<file path="src/rtl/clk_div_ctrl_pkg.sv">
// Shared types for the glitch-free clock divider controller.
// Holds the FSM state encoding and the guard counter width.
package clk_div_ctrl_pkg;

    typedef enum logic [1:0] {
        IDLE      = 2'd0,
        PRE_GATE  = 2'd1,
        WAIT_EDGE = 2'd2,
        POST_GATE = 2'd3
    } state_t;

    localparam int GUARD_W = 4;

endpackage

</file>
<file path="src/rtl/clk_div_phase.sv">
// Phase mirror of the downstream divider's posedge counter.
// Uses the divider's own wrap rule so both counters stay lock-stepped.
module clk_div_phase #(
    parameter int W = 4
) (
    input  logic         clk_in,
    input  logic         rst_low_in,
    input  logic [W-1:0] div,
    input  logic         load_zero,
    output logic [W-1:0] phase,
    output logic         boundary
);

    logic [31:0] last;
    logic        wrap;

    // div=0 makes last all-ones, so the counter free-runs like the divider
    assign last     = 32'(div) - 32'd1;
    assign wrap     = 32'(phase) >= last;
    assign boundary = (div <= W'(1)) || wrap;

    always_ff @(posedge clk_in or negedge rst_low_in) begin
        if (!rst_low_in) begin
            phase <= '0;
        end else if (load_zero || wrap) begin
            phase <= '0;
        end else begin
            phase <= phase + W'(1);
        end
    end

endmodule

</file>
<file path="src/rtl/clk_div_ctrl.sv">
// Divide-value change controller: gates the clock, swaps the divide
// value on a divider period boundary, then re-enables the clock.
module clk_div_ctrl
    import clk_div_ctrl_pkg::*;
#(
    parameter int MAX_DIVIDER  = 10,
    parameter int GUARD_CYCLES = 2,
    parameter int RESET_DIV    = 1,
    localparam int W = $clog2(MAX_DIVIDER)
) (
    input  logic         clk_in,
    input  logic         rst_low_in,
    input  logic         req_valid_in,
    input  logic [W-1:0] req_div_in,
    output logic         req_ready_out,
    output logic [W-1:0] div_out,
    output logic         clk_en_out,
    output logic         busy_out,
    output logic         err_out
);

    localparam logic [GUARD_W-1:0] GUARD_INIT = GUARD_W'(GUARD_CYCLES);
    localparam logic [W-1:0]       RST_DIV    = W'(RESET_DIV);

    state_t             state;
    logic [GUARD_W-1:0] guard_cnt;
    logic [W-1:0]       pend_div;
    logic [W-1:0]       phase_cnt;
    logic               boundary;
    logic               load_zero;
    logic               hs;
    logic               bad_req;

    assign req_ready_out = (state == IDLE);
    assign busy_out      = (state != IDLE);
    assign hs            = req_valid_in && req_ready_out;
    assign bad_req       = 32'(req_div_in) >= 32'(MAX_DIVIDER);
    assign load_zero     = (state == WAIT_EDGE) && boundary;

    clk_div_phase #(
        .W(W)
    ) u_phase (
        .clk_in     (clk_in),
        .rst_low_in (rst_low_in),
        .div        (div_out),
        .load_zero  (load_zero),
        .phase      (phase_cnt),
        .boundary   (boundary)
    );

    always_ff @(posedge clk_in or negedge rst_low_in) begin
        if (!rst_low_in) begin
            state      <= IDLE;
            div_out    <= RST_DIV;
            pend_div   <= RST_DIV;
            guard_cnt  <= '0;
            clk_en_out <= 1'b1;
            err_out    <= 1'b0;
        end else begin
            err_out <= 1'b0;
            unique case (state)
                IDLE: begin
                    if (hs) begin
                        if (bad_req) begin
                            err_out <= 1'b1;
                        end else if (req_div_in != div_out) begin
                            pend_div   <= req_div_in;
                            guard_cnt  <= GUARD_INIT;
                            clk_en_out <= 1'b0;
                            state      <= PRE_GATE;
                        end
                    end
                end
                PRE_GATE: begin
                    guard_cnt <= guard_cnt - GUARD_W'(1);
                    if (guard_cnt == GUARD_W'(1)) begin
                        state <= WAIT_EDGE;
                    end
                end
                WAIT_EDGE: begin
                    // swap only where the divider itself wraps to zero
                    if (boundary) begin
                        div_out   <= pend_div;
                        guard_cnt <= GUARD_INIT;
                        state     <= POST_GATE;
                    end
                end
                POST_GATE: begin
                    guard_cnt <= guard_cnt - GUARD_W'(1);
                    if (guard_cnt == GUARD_W'(1)) begin
                        clk_en_out <= 1'b1;
                        state      <= IDLE;
                    end
                end
                default: state <= IDLE;
            endcase
        end
    end

endmodule

</file>
<file path="config.mk">
export PLATFORM = sky130hd
export DESIGN_NAME = clk_div_ctrl
export DESIGN_NICKNAME = d
export VERILOG_FILES = /design/src/rtl/clk_div_ctrl_pkg.sv /design/src/rtl/clk_div_phase.sv /design/src/rtl/clk_div_ctrl.sv
export SDC_FILE = /design/constraint.sdc
export NUM_CORES = 1
export LEC_CHECK = 0
export ABC_AREA = 1
export BUFFER_PORTS_ARGS = -buffer_cell sky130_fd_sc_hd__buf_2
export CORE_MARGIN = 5
export CORE_UTILIZATION = 29
export CTS_CLUSTER_SIZE = 10
export DETAILED_ROUTE_END_ITERATION = 12
export PLACE_DENSITY = 0.49
export SLEW_MARGIN = 25
export SYNTH_ARGS = -nofsm -noshare
export SYNTH_HDL_FRONTEND = slang
export SYNTH_HIERARCHICAL = 1
export SYNTH_SLANG_ARGS = --single-unit
</file>
<file path="constraint.sdc">
create_clock -name clk_in -period 2.8 [get_ports clk_in]
set_input_delay 0.56 -clock clk_in [delete_from_list [all_inputs] [get_ports clk_in]]
set_output_delay 0.56 -clock clk_in [all_outputs]
set_load 0.005 [all_outputs]
</file>
==> reports/qor.yml <==
grt:
  grt_pass1_wl_um: 4240
  grt-ovfl-total: 0
  grt.total_usage: 0.0861
  grt_start_max_net_pins: 21
  first_global_vias: 939
  antenna_found_initial: 0
sta:
  setup_tns_ns: 0
  slew_viol_final: 0
  setup_viol_count_final: 0
  final.setup_skew_ns: 0.00261
  maxSlewHeadroom: 0.682
  min_period_ns: 2.35
  finalHoldViolCount: 0
  rsz0062_at_grt: "no"
  fin_crit_sh: 0.839
  fmax_mhz: 426
  tightestPinTransition_ns: 0.476
worst_setup_path:
  rr_worst_depth: 15
  cp-start-kind: "flip-flop"
  path_common_cell: "nand2_1"
  cp.buffers_inverters: 1
  r2r_start: "div_out[0]"
  critPathTopFamily: "simple AND/OR/NAND/NOR gates"
  cp_slowest_cell: "dfstp_2"
  setup.worst_path.end_class: "flip-flop"
  regToRegEndpoint: "state[1]"
  path_cells: "inv_1 > ha_1 > xnor2_1 > ha_1 > nand2_1 > nor2_1 > nor2_1 > nand2_1 > nand2_2 > nand2_1 > nor2_1 > a21oi_1 > nand3_2 > nand2_1 > nand2_1"
  max_stage_delay_ns: 0.58
  worstSetupPathType: "reg -> reg"
  crit_arrival_ns: 2.50
  reg2reg_setup_slack_ns: 0.45
  required_ns: 2.95
  path_max_fanout: 7
final_layout:
  drive_gt1_frac: 0.258
  final_cell_mix: "nand2_1, inv_1, dfrtp_1"
  area_growth_pct: 14.0
  final_cells: 238
  antenna-diode-count: 0
  layout_commonest_cell: "nand2_1"
  final_area_um2: 1550
  nNetsFinal: 208
synthesis:
  synthDistinctLibCells: 27
  synth_warnings: 6
  synth_fp_nets: 189
  yosysTopAreaCellShare: 0.314
  syn_area_per_cell_um2: 8.07
  ys_ff_latch: 20
  syn_inst: 168
  synth_area_leaders: "dfrtp_1, ha_1, nand2_1, inv_1, dfstp_2"
  synth_top_area_cell: "dfrtp_1"
  seq_area_frac_synth: 0.372
  netlist_area_um2: 1360
clocking:
  cts_tree: "yes"
  hold_buffers: 0
  clockBufferDepth: 2
  postCtsSetupRepairBufs: 0
  htreeDepth: 1
  clock-sinks: 20
  clk_pin_slew_ns: 0.07
  cts_resized: 0
  cts_buffers: 3
  cts_root_buffer: "clkbuf_8"
  clock_latency_ns: 0.25
floorplanning:
  die-height_um: 78.4
  dieArea_um2: 6140
  initial_core_util: 0.305
  ios: 15
  core_um2: 4440
  rows: 24
  die_w_um: 78.4
detailed_routing:
  drc_errors: 0
  drt-vias-per-instance: 4.26
  finalWirelength_um: 2470
  wl_per_cell_um: 10.4
  firstDrtPassIters: 4
  drt_iter0_drc: 33
  drtAntennaViolNets: 0
  num_vias: 1014
placement:
  post_dp_cell_area_um2: 1490
  portBuffers: 14
  dp.cells: 234
  gp_congestion: 0.733
  place_hpwl_um: 1960
power_and_ir_drop:
  power.density_nw_per_um2: 1150
  cellInternalPower_w: 0.000962
  power_frac_comb: 0.576
  ir_worst_vdd_mv: 0.408
  p_leak_nw: 0.817
  p_seq_frac: 0.302
  clock_power_share: 0.123
  switching_power_w: 0.000814
  sw_frac_of_total: 0.459
run_status:
  status: "finished, final reports clean"
run:
  drv_cap: 0
hold_path:
  hp-class: "in -> async"
[stage by stage]
stage	setup WS, ns	hold slack [ns]	total power [W]	util
detailed placement	0.455	0.453	0.00158	0.335
floorplan	0.625	0.264	0.00136	-
global route	0.184	0.291	0.00199	0.348
CTS	0.439	0.267	0.00181	0.348
finish	0.452	0.250	0.00178	0.348
global placement	0.485	0.457	0.00159	0.335
[state kept, by name, summed over array words and instances, names as in the netlist]
register and count:
state 2, div_out 4, clk_en_out 1, guard_cnt 4
err_out 1, u_phase/phase 4, pend_div 4
[power groups by stage]
stage	clock (W)	sequential, W	combinational (W)
after floorplan	0	0.000519	0.000836
after CTS	0.000227	0.000538	0.00105
after global routing	0.000241	0.000556	0.00119
final	0.000218	0.000536	0.00102
after global placement	0	0.000548	0.00104
after detailed placement	0	0.000543	0.00104
[metal layers]
metal / global-route usage / share of wire / wire [µm] / vias to the layer above
li1: - / - / - / 556
met4: 0.0367 / 0.013 / 31 / 0
met1: 0.116 / 0.51 / 1260 / 443
met3: 0.0172 / 0.024 / 60 / 4
met5: 0 / 0 / 0 / -
met2: 0.134 / 0.45 / 1120 / 11
[cell type report]
cell class | instances | area, µm²
clock buffer | 4 | 55.1
multi-input combinational | 119 | 742
fill | 492 | 2900
inverter | 29 | 109
sequential | 20 | 504
tap | 52 | 65.1
timing repair buffer | 14 | 70.1
[synth_stat cells, drive strengths merged]
| cell type | count |
|---|---|
| nand2 | 54 |
| inv | 28 |
| dfrtp | 17 |
| nor2 | 17 |
| ha | 14 |
| o21ai | 13 |
| nand3 | 5 |
| dfstp | 3 |
| nand4 | 3 |
| xnor2 | 3 |
| xor2 | 3 |
| a21oi | 2 |
| nor3 | 2 |
| a21boi | 1 |
| and3 | 1 |
| clkinv | 1 |
| or2 | 1 |
[worst max-delay path by stage]
stage               start           end  slack [ns]  depth (start not counted)
5_1_grt        div_out[0]      state[1]        0.18                         15
3_5_place_dp   div_out[0]      state[1]        0.45                         15
3_3_place_gp   div_out[0]      state[0]        0.49                         15
4_1_cts        div_out[0]      state[1]        0.44                         15
2_1_floorplan  div_out[0]  guard_cnt[1]        0.63                         15
6_report       div_out[0]      state[1]        0.45                         15
[cell families after synthesis]
group | share of synthesized area
flops | 0.372
buf+inv | 0.0803
simple gates | 0.307
xor+xnor | 0.0388
fa+ha+maj | 0.129
compound gates | 0.0720
Power figures use the tool's default switching activity.
